## config.mk

```make
export PLATFORM = sky130hd
export DESIGN_NAME = image_blitter
export DESIGN_NICKNAME = d
export VERILOG_FILES = /design/src/rtl/image_blitter.sv
export SDC_FILE = /design/constraint.sdc
export NUM_CORES = 1
export LEC_CHECK = 0
export CORE_AREA = 5 5 85 126
export DETAILED_ROUTE_END_ITERATION = 12
export DIE_AREA = 0 0 90 131
export GPL_ROUTABILITY_DRIVEN = 0
export PLACE_DENSITY = 0.93
export RECOVER_POWER = 100
export SLEW_MARGIN = 20
export SYNTH_ARGS = -nofsm -noshare
export SYNTH_HDL_FRONTEND = slang
export SYNTH_SLANG_ARGS = --single-unit
export TNS_END_PERCENT = 5
```

## constraint.sdc

```tcl
create_clock -name clk -period 3.6 [get_ports clk]
set_clock_uncertainty 0.05 [all_clocks]
set_input_delay 0.54 -clock clk [delete_from_list [all_inputs] [get_ports clk]]
set_output_delay 0.54 -clock clk [all_outputs]
set_load 0.1 [all_outputs]
```

## src/rtl/image_blitter.sv

```systemverilog
// Raster-order ROM-to-framebuffer blitter: walks a selected image, tracks ROM latency
// with a valid/cx/cy shift pipeline and emits one plot/x/y/colour per pixel.
module image_blitter #(
    parameter int IMG_W    = 160,
    parameter int IMG_H    = 120,
    parameter int ADDR_W   = 15,
    parameter int COLOUR_W = 3,
    parameter int NUM_IMG  = 3,
    parameter int SEL_W    = 2,
    parameter int ROM_LAT  = 1
) (
    input  logic                         clk,
    input  logic                         resetn,
    input  logic                         start,
    input  logic                         abort,
    input  logic [SEL_W-1:0]             img_sel,
    input  logic [9:0]                   x_origin,
    input  logic [9:0]                   y_origin,
    input  logic                         transp_en,
    input  logic [COLOUR_W-1:0]          transp_key,
    input  logic [NUM_IMG*COLOUR_W-1:0]  rom_q,
    output logic [ADDR_W-1:0]            rom_addr,
    output logic                         busy,
    output logic                         done,
    output logic                         plot,
    output logic [9:0]                   x,
    output logic [9:0]                   y,
    output logic [COLOUR_W-1:0]          colour
);

    typedef enum logic [1:0] {IDLE, RUN, DRAIN, DONE} state_t;

    localparam logic [ADDR_W-1:0] LAST_ADDR = ADDR_W'(IMG_W*IMG_H-1);
    localparam logic [9:0]        LAST_CX   = 10'(IMG_W-1);
    localparam int                DCW       = $clog2(ROM_LAT+2);
    localparam logic [DCW-1:0]    DRAIN_LAST = DCW'(ROM_LAT);

    state_t state, next_state;

    logic [SEL_W-1:0]    img_sel_l;
    logic [9:0]          x_origin_l, y_origin_l;
    logic                transp_en_l;
    logic [COLOUR_W-1:0] transp_key_l;

    logic [9:0]          cx, cy;
    logic [DCW-1:0]      drain_cnt;
    logic [ROM_LAT-1:0]  vld_pipe;
    logic [9:0]          cx_pipe [ROM_LAT];
    logic [9:0]          cy_pipe [ROM_LAT];

    logic                abort_active;
    logic [COLOUR_W-1:0] rom_colour;

    always_ff @(posedge clk) begin
        if (!resetn) state <= IDLE;
        else         state <= next_state;
    end

    always_comb begin
        next_state = state;
        case (state)
            IDLE:  if (start) next_state = RUN;
            RUN:   if (abort) next_state = IDLE;
                   else if (rom_addr == LAST_ADDR) next_state = DRAIN;
            DRAIN: if (abort) next_state = IDLE;
                   else if (drain_cnt == DRAIN_LAST) next_state = DONE;
            DONE:  next_state = IDLE;
            default: next_state = IDLE;
        endcase
    end

    assign busy         = (state == RUN) || (state == DRAIN);
    assign done         = (state == DONE);
    assign abort_active = abort && busy;

    // Out-of-range image selections read as colour 0.
    always_comb begin
        rom_colour = '0;
        for (int k = 0; k < NUM_IMG; k++) begin
            if (img_sel_l == SEL_W'(k)) rom_colour = rom_q[k*COLOUR_W +: COLOUR_W];
        end
    end

    always_ff @(posedge clk) begin
        if (!resetn) begin
            rom_addr     <= '0;
            cx           <= '0;
            cy           <= '0;
            drain_cnt    <= '0;
            vld_pipe     <= '0;
            plot         <= 1'b0;
            x            <= '0;
            y            <= '0;
            colour       <= '0;
            img_sel_l    <= '0;
            x_origin_l   <= '0;
            y_origin_l   <= '0;
            transp_en_l  <= 1'b0;
            transp_key_l <= '0;
        end else begin
            if (state == IDLE && start) begin
                img_sel_l    <= img_sel;
                x_origin_l   <= x_origin;
                y_origin_l   <= y_origin;
                transp_en_l  <= transp_en;
                transp_key_l <= transp_key;
                rom_addr     <= '0;
                cx           <= '0;
                cy           <= '0;
            end

            // Address and column/row counters step together so no divider is needed.
            if (state == RUN && !abort && rom_addr != LAST_ADDR) begin
                rom_addr <= rom_addr + 1'b1;
                if (cx == LAST_CX) begin
                    cx <= '0;
                    cy <= cy + 1'b1;
                end else begin
                    cx <= cx + 1'b1;
                end
            end

            if (state == DRAIN) drain_cnt <= drain_cnt + 1'b1;
            else                drain_cnt <= '0;

            vld_pipe[0] <= (state == RUN);
            cx_pipe[0]  <= cx;
            cy_pipe[0]  <= cy;
            for (int i = 1; i < ROM_LAT; i++) begin
                vld_pipe[i] <= vld_pipe[i-1];
                cx_pipe[i]  <= cx_pipe[i-1];
                cy_pipe[i]  <= cy_pipe[i-1];
            end
            if (abort_active) vld_pipe <= '0;

            // Keyed pixels still advance x/y/colour but suppress the write strobe.
            if (abort_active) begin
                plot <= 1'b0;
            end else if (vld_pipe[ROM_LAT-1]) begin
                x      <= x_origin_l + cx_pipe[ROM_LAT-1];
                y      <= y_origin_l + cy_pipe[ROM_LAT-1];
                colour <= rom_colour;
                plot   <= !(transp_en_l && (rom_colour == transp_key_l));
            end else begin
                plot <= 1'b0;
            end
        end
    end

endmodule
```

After elaboration in Yosys (flattened, before gate mapping)
Memory sizes are Yosys's and may differ from the RTL's.
Cells that the tools add are included.

storage, ports and cells
  bits in registers = 90
  bits in writable memories = 20
  input bits = 39
  output and inout bits = 41
  logic and storage cells = 73
  memories kept = 2

cells by class
  add/sub/neg operators = 6
  equality and inequality tests = 13
  mux-type cells = 18
  bitwise operators = 3
  reductions and logical operators = 16

memory list
  name     depth  bits a word  rd ports  clocked after memory_dff  write ports  RTL line  RTL
  cx_pipe  1      10           1         0                         1            48        logic [9:0] cx_pipe [ROM_LAT];
  cy_pipe  1      10           1         0                         1            49        logic [9:0] cy_pipe [ROM_LAT];

operators with widths
  operator                 number
  $mux W10                 6
  $mux W15                 2
  $add A10 B1 Y10 const B  2
  $add A10 B10 Y10         2
  $add A15 B1 Y15 const B  1
  $eq A15 B15 Y1 const B   1
  $ne A15 B15 Y1 const B   1
  $eq A10 B8 Y1 const B    1
  $mux W2                  5
  $mux W3                  3
  $pmux W2 S4              1
  $eq A2 B1 Y1 const B     3
  $eq A2 B2 Y1 const B     3
  $ne A3 B3 Y1 const B     2
  $logic_and A1 B1 Y1      5
  $logic_not A2 Y1         2
  $reduce_and A2 Y1        2
  $eq A3 B3 Y1             1
  $not A1 Y1               3
  $reduce_and A3 Y1        1
  $reduce_or A3 Y1         1
  $add A2 B1 Y2 const B    1
  $logic_not A1 Y1         2
  $ne A2 B2 Y1 const B     1
  other kinds (4)          4

Depth between registers and ports, before layout
Gate-level depths: netlist of the first run.

  word-level depth = 7
  gate-level depth with buffers = 8

Least setup slack after synthesis of the first run
OpenSTA, ideal clock, no wires.

  path kind = register to register
  start = register rom_addr[1]
  end = register rom_addr[14]
  data arrival time = 2.979 ns
  required time = 3.475 ns
  setup slack = 0.496 ns
  stages on the path, launching flop included = 8
  path buffers = 1
  period minus slack after synthesis = 3.104 ns
  cells stage by stage = dfxtp_1 -> ha_1 -> nand3_2 -> or3_1 -> buf_2 -> or4_4 -> or3_1 -> a31oi_1

between the ends
  word-level cells in the longest chain between the ends = 3
  elaborated cells between the ends (all ways) = 5
  those cells by class = add/sub (1); eq/ne (1); mux (1); reduce/logical (2)

RTL lines
  what                                                                     RTL line  RTL
  start: declaration                                                       22        output logic [ADDR_W-1:0] rom_addr,
  start signal: assignment                                                 114       rom_addr <= rom_addr + 1'b1;
  parallel branches: the longest is 3 deep, another holds $add A15 B1 Y15  --

Parallel ways; which one is timed is not known.
A chain may end at the register's enable or synchronous reset.

Final worst setup path of the first run
  start = register rom_addr[0]
  end = register cx[4]

between the ends
  word-level cells in the longest chain between the ends = 3
  elaborated cells between the ends (all ways) = 4
  those cells by class = eq/ne (1); mux (1); reduce/logical (2)

RTL lines
  what                                            RTL line  RTL
  $ne A15 B15 Y1 (*)                              113       if (state == RUN && !abort && rom_addr != LAST_ADDR) begin
  $logic_and A1 B1 Y1 (*)                         113
  $mux W10 or $reduce_bool A2 Y1 (tied branches)  --
  end signal: assignment                          119       cx <= cx + 1'b1;
  end: declaration                                45        logic [9:0] cx, cy;

Mark *: on every way between the ends. The rest lies on a longest branch, timed or not.

==> results of run 1 <==
registers in the layout, summed over array words and instances, names as in the netlist, 10 cells and up:
signal,flops
rom_addr,15
cx_pipe,10
y,10
cy_pipe,10
x,10
x_origin_l,10
cx,10
y_origin_l,10
cy,10
cell families (layout without fill, tap and decap cells):
group,Yosys count,count (layout),share of synthesized area [%]
xor gates and xnor gates,15,15,2.476
DFF,110,110,45.27
and+or+nand+nor,257,257,23.51
buffers and inverters,35,109,2.546
muxes,5,5,0.9668
AOI/OAI and AO/OA,155,155,18.11
adders and majority gates,29,29,7.121
critical path, delay by kind of cell (launching register included):
family                     cells  cell delay [ns]
AOI/OAI and AO/OA              2             1.02
and+or+nand+nor                3             1.22
DFF                            1             0.42
adders and majority gates      1             0.25
cell type report:
cell class / instances / area (um^2)
tap: 115 / 143.9
fill: 708 / 3109
timing repair buffer: 87 / 822.0
inverter: 6 / 22.52
multi-input combinational: 461 / 2756
clock inverter: 4 / 21.27
sequential: 110 / 2402
clock buffer: 12 / 246.5
cell usage in the layout, fill, tap and decap left out, types with 8 or more instances in the layout:
| master | netlist | routed |
|---|---|---|
| a21o_1 | 9 | 9 |
| dlygate4sd3_1 | 0 | 40 |
| or3_1 | 8 | 8 |
| nand2_1 | 117 | 118 |
| o21ai_0 | 34 | 34 |
| dfxtp_1 | 90 | 90 |
| xnor2_1 | 11 | 11 |
| nor2_1 | 26 | 26 |
| ha_1 | 27 | 27 |
| nand3_1 | 37 | 38 |
| a21oi_1 | 60 | 60 |
| clkbuf_16 | 0 | 9 |
| edfxtp_1 | 20 | 20 |
| a211oi_1 | 8 | 9 |
| and3_1 | 9 | 9 |
| clkdlybuf4s50_1 | 0 | 37 |
per-stage QoR:
step           std cells  area, um^2  worst slack [ns]  hold slack [ns]
6_report             795        6415            0.5510           0.3675
3_5_place_dp         779        6181            0.7646           0.3614
3_3_place_gp         779        6181            0.9609           0.3555
2_1_floorplan        606        5306            0.4960           0.3474
4_1_cts              795        6449            0.7572           0.3702
5_1_grt              795        6415            0.2272           0.3843
metal layers:
metal  part of all wire (%)  up-vias  track usage, %
li1                       -     2349               -
met1                     39     2331           24.97
met2                     52      217           43.19
met3                    6.2       43           5.785
met4                    3.1        0           10.43
met5                      0        -               0
worst min-delay path by stage:
stage / startpoint / to / slack, ns / cells after the start
final: drain_cnt[0]$_SDFF_PN0_ / drain_cnt[0]$_SDFF_PN0_ / 0.37 / 1
after global routing: drain_cnt[0]$_SDFF_PN0_ / drain_cnt[0]$_SDFF_PN0_ / 0.38 / 1
after CTS: drain_cnt[0]$_SDFF_PN0_ / drain_cnt[0]$_SDFF_PN0_ / 0.37 / 1
after detailed placement: drain_cnt[0]$_SDFF_PN0_ / drain_cnt[0]$_SDFF_PN0_ / 0.36 / 1
after global placement: drain_cnt[0]$_SDFF_PN0_ / drain_cnt[0]$_SDFF_PN0_ / 0.36 / 1
after floorplan: drain_cnt[0]$_SDFF_PN0_ / drain_cnt[0]$_SDFF_PN0_ / 0.35 / 1
power by group through the flow:
stage	sequential, mW	combinational, mW	clock [mW]
finish	1.34	0.533	0.912
global route	1.35	0.571	0.968
CTS	1.34	0.544	0.916
detailed placement	1.37	0.538	0
global placement	1.37	0.519	0
floorplan	1.49	0.255	0
==> flow_summary_export.csv, run 1 <==
group,metric,value,unit
run_status,outcome,"completed",
critical_path,worstRegToRegCells,6,
sta,setup_violations,0,
pwr,swShare,30.01,%
die,dieArea,0.01179,mm^2
logic_synthesis,ys_ff_latch,110,
sta,fmax,328.0,MHz
sta,grt_setup_unrepaired,"false",
logic_synthesis,synth_cell_types,55,
critical_path,cp_max_fo,22,
logic_synthesis,synth_edf_count,20,
logic_synthesis,synthCells,606,
critical_path,critPathLaunchType,"flip-flop",
clock_network,clock_latency,0.35,ns
sta,fin_crit_sh,84.69,%
sta,slew_viol_final,0,
clock_network,cts_sinks,110,
clock_network,cts-buffers-inserted,9,
final_layout,antenna_cells,0,
die,die_h,131,um
pwr,clkPwrFrac,32.7,%
critical_path,crit_path_end_kind,"flip-flop",
pwr,comb_power_share,19.1,%
pwr,p_per_area,434.3,mW/mm^2
logic_synthesis,yosysWarnings,0,
drt,drcViolationCount,0,
critical_path,crit_required,3.81,ns
sta,tightest_slew,1.402,ns
die,start_util,55.71,%
run,max_cap_viol_count,0,
sta,fin_crit,3.049,ns
global_routing,antenna_found_initial,0,
logic_synthesis,async_flop_share,0,%
pwr,seq_power_share,48.2,%
global_routing,grt_max_degree,67,
drt,detail-route-antenna-nets,0,
critical_path,reg2reg_to,"cx[4]$_SDFFE_PN0P_",
clock_network,post_cts_buffers,0,
drt,wl_per_cell,17.01,um
pwr,ir_drop,0.3490,mV
critical_path,crit_chain,"ha_1 > nand3_1 > nor4_1 > a21o_1 > nand2_1 > a311oi_1",
final_layout,drive_gt1_share,3.824,%
logic_synthesis,yosysTopAreaCell,"dfxtp_1",
critical_path,reg2reg_slack,0.55,ns
sta,hold_viol_final,0,
sta,tns,0,ns
pwr,total_power,2.786,mW
die,pin_count,80,
clock_network,clockBufferDepth,2,
min_path,hp-class,"flip-flop to flip-flop",
critical_path,worstSetupPathType,"flip-flop to flip-flop",
critical_path,slowest_delay,0.66,ns
die,die_w,90,um
pwr,p_leak,2.482,nW
global_routing,grt_pass1_wl,22.89,mm
drt,viasPerCell,6.214,
logic_synthesis,syn_area_per_cell,8.756,um^2
critical_path,r2r-start,"rom_addr[0]$_SDFFE_PN0P_",
critical_path,crit_start,"rom_addr[0]$_SDFFE_PN0P_",
final_layout,post-route-util,67.35,%
logic_synthesis,synthTopCellsByCount,"nand2_1, dfxtp_1, a21oi_1",
critical_path,cp_slowest_cell,"a21o_1",
global_routing,grt_pass1_vias,5058,
critical_path,cp.arrival,3.25,ns
logic_synthesis,synth_most_common_cell,"nand2_1",
final_layout,nets,743,
logic_synthesis,syn-num-nets,674,
global_routing,track_usage,23.29,%
drt,totalWireLength,13.52,mm
die,core.rowCount,44,
pwr,p_int,1.950,mW
sta,max_slew_margin,6.508,%
drt,drtIter0Drc,365,
logic_synthesis,syn_area,0.005306,mm^2
clock_network,ctsResizeCount,0,
logic_synthesis,netlist_top_cells_area,"dfxtp_1, edfxtp_1, nand2_1",
clock_network,tritoncts,"built",
pwr,switchingPower,0.8359,mW
place,io_buffers,79,
drt,vias,4940,
final_layout,area_growth,20.89,%
clock_network,path_clk_slew,0.07,ns
critical_path,crit_end,"cx[4]$_SDFFE_PN0P_",
clock_network,holdBufCountCts,0,
logic_synthesis,ys_seq_area_share,45.27,%
place,hpwl,9.267,mm
drt,firstDrtPassIters,7,
global_routing,gr-total-overflow,0,
logic_synthesis,synth-main-ff-cell,"dfxtp_1",
die,core-area,0.009524,mm^2
clock_network,cts_root_buf,"clkbuf_16",
logic_synthesis,synth_top_cell_area_share,33.95,%
clock_network,h-tree-depth,3,
(Power assumes the default switching activity.)
==> run 2, diff against run 1 <==
Settings changed: CORE_AREA 5 5 85 126 to 5 5 91 136, DIE_AREA 0 0 90 131 to 0 0 96 141, PLACE_DENSITY 0.93 to 0.85.
Clock period 3.6 ns to 2.78 ns, I/O delays scaled along.
==> run 2 against run 1 <==
Compared with the run above: global-route usage decreased by 3.7 points; register-to-register slack got worse by 0.28 ns; power increased by 34%; core utilization decreased by 11 points; combinational power increased by 27%; critical path type unchanged; largest power group unchanged.
==> flow_summary_export.csv, run 2 (synthesis results as in run 1) <==
group,metric,value,unit
critical_path,crit_path_end_kind,"flip-flop",
min_path,whs_path_depth,1,
die,dieArea,0.01354,mm^2
drt,vias,4908,
pwr,p_leak,2.309,nW
critical_path,cp.arrival,2.70,ns
sta,setup_violations,0,
drt,drtIter0Drc,276,
critical_path,reg2reg_to,"x[8]$_SDFFE_PN0P_",
die,die_h,141,um
drt,wl_per_cell,15.86,um
final_layout,layout_commonest_cell,"nand2_1",
global_routing,antenna_found_initial,0,
clock_network,holdBufCountCts,0,
final_layout,antenna_cells,0,
final_layout,nets,750,
sta,hold_viol_final,0,
min_path,whs_endpoint,"drain_cnt[0]$_SDFF_PN0_",
place,io_buffers,79,
sta,fmax,397.9,MHz
critical_path,cp_max_fo,3,
global_routing,grt_max_degree,67,
final_layout,post-route-util,56.59,%
clock_network,cts-buffers-inserted,9,
drt,detail-route-antenna-nets,0,
place,hpwl,9.488,mm
min_path,hp-class,"flip-flop to flip-flop",
critical_path,reg2reg_slack,0.27,ns
final_layout,drive_gt1_share,6.259,%
critical_path,crit_required,2.96,ns
global_routing,gr-total-overflow,0,
clock_network,clockBufferDepth,2,
min_path,worstHoldStart,"drain_cnt[0]$_SDFF_PN0_",
clock_network,ctsResizeCount,0,
clock_network,cts_root_buf,"clkbuf_16",
critical_path,r2r-start,"cx_pipe[0][0]$_DFFE_PP_",
sta,tightest_slew,1.407,ns
final_layout,area_growth,19.12,%
global_routing,grt_pass1_wl,21.50,mm
sta,max_slew_margin,6.228,%
die,pin_count,80,
pwr,p_per_area,591.4,mW/mm^2
clock_network,clock_latency,0.35,ns
global_routing,grt_util_met3,4.058,%
clock_network,tritoncts,"built",
pwr,ir_drop,0.3272,mV
drt,viasPerCell,5.864,
final_layout,layout.cells.non_filler,837,
sta,fin_crit_sh,90.40,%
global_routing,track_usage,19.58,%
final_layout,regMostFlops,"rom_addr",
drt,totalWireLength,13.27,mm
global_routing,grt_util_met1,21.81,%
drt,firstDrtPassIters,5,
run_status,outcome,"completed",
sta,tns,0,ns
die,start_util,47.50,%
drt,drcViolationCount,0,
die,core.rowCount,48,
critical_path,critPathLaunchType,"flip-flop",
sta,grt_setup_unrepaired,"false",
sta,slew_viol_final,0,
place,dp_cells,821,
final_layout,layout_common_cells,"nand2_1, dfxtp_1, a21oi_1",
clock_network,post_cts_buffers,0,
run,max_cap_viol_count,0,
global_routing,grt_pass1_vias,4796,
sta,holdWs,0.3734,ns
sta,fin_crit,2.513,ns
die,die_w,96,um
final_layout,nFillCells,1031,
clock_network,path_clk_slew,0.07,ns
critical_path,worstRegToRegCells,7,
global_routing,met2_usage,34.77,%
global_routing,busiest_layer,"met2",
final_layout,largest_reg_flops,15,
critical_path,worstSetupPathType,"flip-flop to flip-flop",
clock_network,cts_sinks,110,
die,core-area,0.01117,mm^2
clock_network,h-tree-depth,3,
run 2: changes by cell type in the layout (fill, tap and decap cells not counted), sizes merged:
| cell | before | now |
|---|---|---|
| clkbuf | 19 | 58 |
| dlygate4sd3 | 40 | 0 |
| clkinv | 3 | 2 |
| inv | 7 | 9 |
| bufinv | 0 | 1 |
| clkinvlp | 0 | 1 |
| buf | 3 | 8 |
run 2: power breakdown:
part	internal [mW]	leakage, nW	switching (mW)
clock network	0.712	0.148	0.610
registers	1.69	0.947	0.0486
logic	0.197	1.21	0.482
run 2: metrics by stage:
| step | power [mW] | setup slack (ns) | instance area [um^2] |
|---|---|---|---|
| 2_1_floorplan | 2.256 | 0.01255 | 5315 |
| 3_3_place_gp | 2.455 | 0.4259 | 6198 |
| 3_5_place_dp | 2.477 | 0.2899 | 6198 |
| 4_1_cts | 3.782 | 0.2717 | 6504 |
| 5_1_grt | 3.893 | 0.08706 | 6321 |
| 6_report | 3.738 | 0.2668 | 6321 |
run 2: worst max path at each step:
stage / slack, ns / from / end
after CTS: 0.27 / cy_pipe[0][0]$_DFFE_PP_ / y[8]$_SDFFE_PN0P_
after global routing: 0.09 / cy_pipe[0][0]$_DFFE_PP_ / y[8]$_SDFFE_PN0P_
final: 0.27 / cx_pipe[0][0]$_DFFE_PP_ / x[8]$_SDFFE_PN0P_
after detailed placement: 0.29 / cy_pipe[0][0]$_DFFE_PP_ / y[8]$_SDFFE_PN0P_
after floorplan: 0.01 / rom_addr[11]$_SDFFE_PN0P_ / state[0]$_SDFFE_PN0P_
after global placement: 0.43 / abort / cx[8]$_SDFFE_PN0P_
run 2: final cells by class:
| cell class | instances | area (um^2) | area share [%] |
|---|---|---|---|
| clock buffer | 9 | 225.2 | 3.563 |
| clock inverter | 7 | 80.08 | 1.267 |
| inverter | 6 | 22.52 | 0.3563 |
| multi-input combinational | 461 | 2764 | 43.73 |
| sequential | 110 | 2410 | 38.12 |
| tap | 150 | 187.7 | 2.969 |
| timing repair buffer | 94 | 631.9 | 9.996 |
run 2: per-layer routing:
layer	wire length, um	up-vias
met5	0	-
met4	427	0
met3	796	36
met2	6765	185
met1	5281	2318
li1	-	2369
run 2: critical path: stages, from the launching register on:
cell and delay, ns:
edfxtp_1 0.37, ha_1 0.23, fa_1 0.42, a21o_1 0.19, a211o_1 0.31, a2111oi_0 0.56, or3_1 0.21, nand3_1 0.07
==> RTL edit 1, RTL diff (flow settings as in run 2) <==
Set the parameter `ROM_LAT` to 2 (it was 1).
--- a/src/rtl/image_blitter.sv
+++ b/src/rtl/image_blitter.sv
@@ -8,5 +8,5 @@
     parameter int NUM_IMG  = 3,
     parameter int SEL_W    = 2,
-    parameter int ROM_LAT  = 1
+    parameter int ROM_LAT  = 2
 ) (
     input  logic                         clk,
Check against the original RTL: not equivalent (a bounded check fails within 4 cycles, from zero or initial values and one cycle with resetn low).
==> RTL edit 1 against run 2 <==
The flow now finishes with violations (max-capacitance violations, max-slew violations). Final cell count up 2.5%. Clock power up 92%. Largest cell class is now flip-flops and latches. Critical endpoint is now cy[6]. Global-route usage up 3.1 points. Highest routed layer unchanged. Sequential cell count up 21. Routed wire length up 11%. Area after synthesis up 13%. Combinational power down 7.1%. Worst setup slack worse by 2.1 ps. First-iteration DRC count up 31%. Largest power group is now the clock network. Cell area up 15%. Power up 41%. Hold slack worse by 26 ps.
==> RTL edit 1: results (changes against run 2) <==
Run status
  • Status: finished, violations left (was finished clean)
  • Failing checks: max-capacitance violations, max-slew violations

Global route
  • Largest net degree at the start of global routing: 66 (was 67)
  • Vias in the first global route: 5,102 (was 4,796)
  • Antenna violations before repair: 0 (unchanged)
  • First-pass GRT wire length: 23,900 um (was 21,500 um)
  • Overall Global Routing Usage: 0.227 (was 0.196)

Worst setup path
  • Crit path from: cx[7] (was cx_pipe[0][0])
  • Setup crit end: cy[6] (was x[8])
  • Maximum fanout along the worst path: 10 (was 3)
  • CP max-delay cell: or4b_1 (was a2111oi_0)
  • Max incr delay on CP: 450 ps (was 560 ps)
  • Data arrival, critical path: 2800 ps (was 2700 ps)
  • Delay-heaviest family, CP: simple AND/OR/NAND/NOR gates (was compound AO/OA/AOI/OAI gates)

Worst hold path
  • WHS Path Cells: 3 (was 1)
  • WHS Endpoint: y_origin_l[9] (was drain_cnt[0])
  • Hold WC Path Type: in2reg (was reg2reg)
  • Hold_sp: resetn (was drain_cnt[0])

Yosys
  • Post-synthesis sequential area ratio: 0.506 (was 0.453)
  • EDFF count, synth: 40 (was 20)
  • Distinct cell type count after synthesis: 62 (was 55)
  • Total number of yosys warnings: 0 (unchanged)
  • Synth top cells by count: nand2_1 (108), dfxtp_1 (91), a21oi_1 (53) (was nand2_1 (117), dfxtp_1 (90), a21oi_1 (60))
  • Syn_nets: 682 (was 674)

STA
  • Fin. Hold Viols: 0 (unchanged)
  • Hold Slack: 347 ps (was 373 ps)
  • Max Slew Vio Count: 65 (was 0)
  • Least-Margin Pin Slew: 1500 ps (was 1410 ps)

Place
  • Hpwl dp: 10,400 um (was 9490 um)

Finish
  • Layout Nets: 763 (was 750)
  • Fillers: 905 (was 1,031)
  • Share of layout cells above drive strength 1: 0.0650 (was 0.0626)

Routing
  • DRT Pass-1 Iters: 7 (was 5)
  • Vias per inst: 5.86 (about the same)
  • WL final: 14,700 um (was 13,300 um)

Power and ir drop
  • Leakage: 2.75 nW (was 2.31 nW)
  • Peak supply drop: 0.512 mV (was 0.327 mV)

CTS
  • Worst-Skew Late Latency: 420 ps (was 350 ps)
  • Num CTS Buffers: 17 (was 9)

Flow run
  • Max_cap viols: 1 (was 0)
==> RTL edit 1: layout make-up <==
cell class	count	area share
well taps	150	0.0257
clock buffers	20	0.0599
multi-input cells	440	0.378
clock inverters	12	0.0321
repair buffers	92	0.0833
inverters	13	0.00669
flip-flops and latches	131	0.415
==> RTL edit 1: where the power goes <==
group	leakage [nW]	switching [mW]	internal [mW]
clock	0.321	0.776	1.76
sequential	1.16	0.0478	2.05
combinational	1.28	0.427	0.204
total	2.75	1.25	4.01
==> RTL edit 1: tightest hold or removal path, cell delays in order <==
cell and delay [ps]:
clkbuf_1 120, inv_1 160, a21oi_1 60
==> RTL edit 1: cells by family (layout without fill, tap and decap cells) <==
logic type / Yosys count / in the layout / synth area share
AND/OR/NAND/NOR: 231 / 231 / 0.182
AO/OA/AOI/OAI: 149 / 149 / 0.168
flip-flops: 131 / 131 / 0.506
buffers and inverters: 43 / 137 / 0.0321
adder cells (fa/ha/maj): 29 / 29 / 0.0633
XOR/XNOR: 19 / 19 / 0.0279
multiplexers: 12 / 12 / 0.0201
==> RTL edit 1: per-stage QoR <==
| stage | setup WS (ps) | instance area, um2 | cells | power [mW] |
|---|---|---|---|---|
| 3_5_place_dp | 407 | 6800 | 826 | 2.77 |
| 6_report | 265 | 7300 | 858 | 5.26 |
| 5_1_grt | 147 | 7300 | 858 | 5.43 |
| 4_1_cts | 382 | 7470 | 858 | 5.31 |
| 3_3_place_gp | 476 | 6800 | 826 | 2.74 |
| 2_1_floorplan | 67.2 | 5970 | 614 | 2.57 |
==> RTL edit 1: routing by layer <==
metal | global-route usage | vias up | routed length (um)
li1 | - | 2402 | -
met1 | 0.258 | 2356 | 5740
met2 | 0.379 | 221 | 7470
met3 | 0.0481 | 50 | 938
met4 | 0.139 | 0 | 537
met5 | 0 | - | 0
==> RTL edit 2, RTL diff (flow settings as in run 2) <==
Without the edit above. Encoding of `state_t`: now one-hot (4 bits for 4 states).
--- a/src/rtl/image_blitter.sv
+++ b/src/rtl/image_blitter.sv
@@ -29,5 +29,5 @@
 );
 
-    typedef enum logic [1:0] {IDLE, RUN, DRAIN, DONE} state_t;
+    typedef enum logic [3:0] {IDLE = 4'b0001, RUN = 4'b0010, DRAIN = 4'b0100, DONE = 4'b1000} state_t;
 
     localparam logic [ADDR_W-1:0] LAST_ADDR = ADDR_W'(IMG_W*IMG_H-1);
Function: no difference found for any inputs over 10 cycles, from zero or initial values and one cycle with resetn low; not proved beyond that.
==> RTL edit 2 against run 2 <==
Synthesized cell count rose by 1.5%. Power fell by 6.9%. Maximum frequency rose by 7.1%. Critical path depth fell by 1. Critical path type unchanged. Count of clock-buffer cells in the layout rose by 2. Area after synthesis rose by 1.0%. Hold slack improved by 0.56 ps. Routed wire length fell by 1.3%. Cell area rose by 0.28%. Largest power group unchanged. Worst setup slack improved by 170 ps. Via count fell by 1.5%. Sequential cell count rose by 2.
==> RTL edit 2: results (changes against run 2) <==
Global route
  • Vias in the first global route: 4,782 (was 4,796)
  • Met1 usage: 0.225 (was 0.218)
  • Largest net degree at the start of global routing: 57 (was 67)

Place
  • Setup WS pre-CTS: 361 ps (was 290 ps)
  • Placed instance area: 6220 um2 (was 6200 um2)

Worst setup path
  • Worst R2R Path Depth: 6 (was 7)
  • Data arrival, critical path: 2570 ps (was 2700 ps)
  • Maximum fanout along the worst path: 7 (was 3)
  • R2r startpoint: state[3] (was cx_pipe[0][0])
  • CP max-delay cell: nor3_1 (was a2111oi_0)

STA
  • Least-Margin Pin Slew: 1230 ps (was 1410 ps)
  • Hold Slack: 374 ps (was 373 ps)

Yosys
  • XOR/XNOR Fraction of Synth Area: 0.0294 (was 0.0248)
  • Mux cell area share after synthesis: 0.0133 (was 0.00967)
  • Distinct cell type count after synthesis: 64 (was 55)
  • Synth area leaders: dfxtp_1 (34%), edfxtp_1 (11%), nand2_1 (7.1%), a21oi_1 (5.5%), ha_1 (5.1%) (was dfxtp_1 (34%), edfxtp_1 (11%), nand2_1 (8.3%), ha_1 (6.4%), a21oi_1 (5.7%))
  • Syn_area_per_cell: 8.72 um2 (was 8.76 um2)
  • Synth top cells by count: nand2_1 (102), dfxtp_1 (92), a21oi_1 (59) (was nand2_1 (117), dfxtp_1 (90), a21oi_1 (60))

Routing
  • WL final: 13,100 um (was 13,300 um)
  • Starting DRC count in detailed routing: 330 (was 276)
  • Vias per inst: 5.74 (was 5.86)
  • DR WL met2: 6770 um (about the same)
  • Routed length on met1: 5270 um (was 5280 um)

Run status
  • Status: finished clean (unchanged)

Finish
  • Fillers: 1,032 (was 1,031)
  • Final std cells w/o fill: 842 (was 837)
RTL edit 2: worst max path at each step:
stage | cells after the start | slack, ps | start | end
finish | 6 | 430 | state[3] | rom_addr[11]
global route | 6 | 250 | state[3] | rom_addr[11]
CTS | 7 | 540 | rom_addr[0] | cy[8]
detailed placement | 6 | 360 | start | cy[7]
global placement | 6 | 430 | start | cy[0]
floorplan | 2 | 100 | state[1] | done
RTL edit 2: report_power, final:
| part | leakage [nW] | switching (mW) | internal, mW | total (mW) |
|---|---|---|---|---|
| Combinational | 1.14 | 0.215 | 0.141 | 0.357 |
| Clock | 0.158 | 0.566 | 0.837 | 1.40 |
| Sequential | 0.956 | 0.0308 | 1.69 | 1.72 |
| Total | 2.25 | 0.812 | 2.67 | 3.48 |
RTL edit 2: layout make-up:
class                      count  area share
multi-input combinational    455       0.428
tap                          150      0.0296
sequential                   112       0.385
timing repair buffer          93      0.0951
clock buffer                  11      0.0399
clock inverter                 4      0.0120
inverter                      17      0.0101
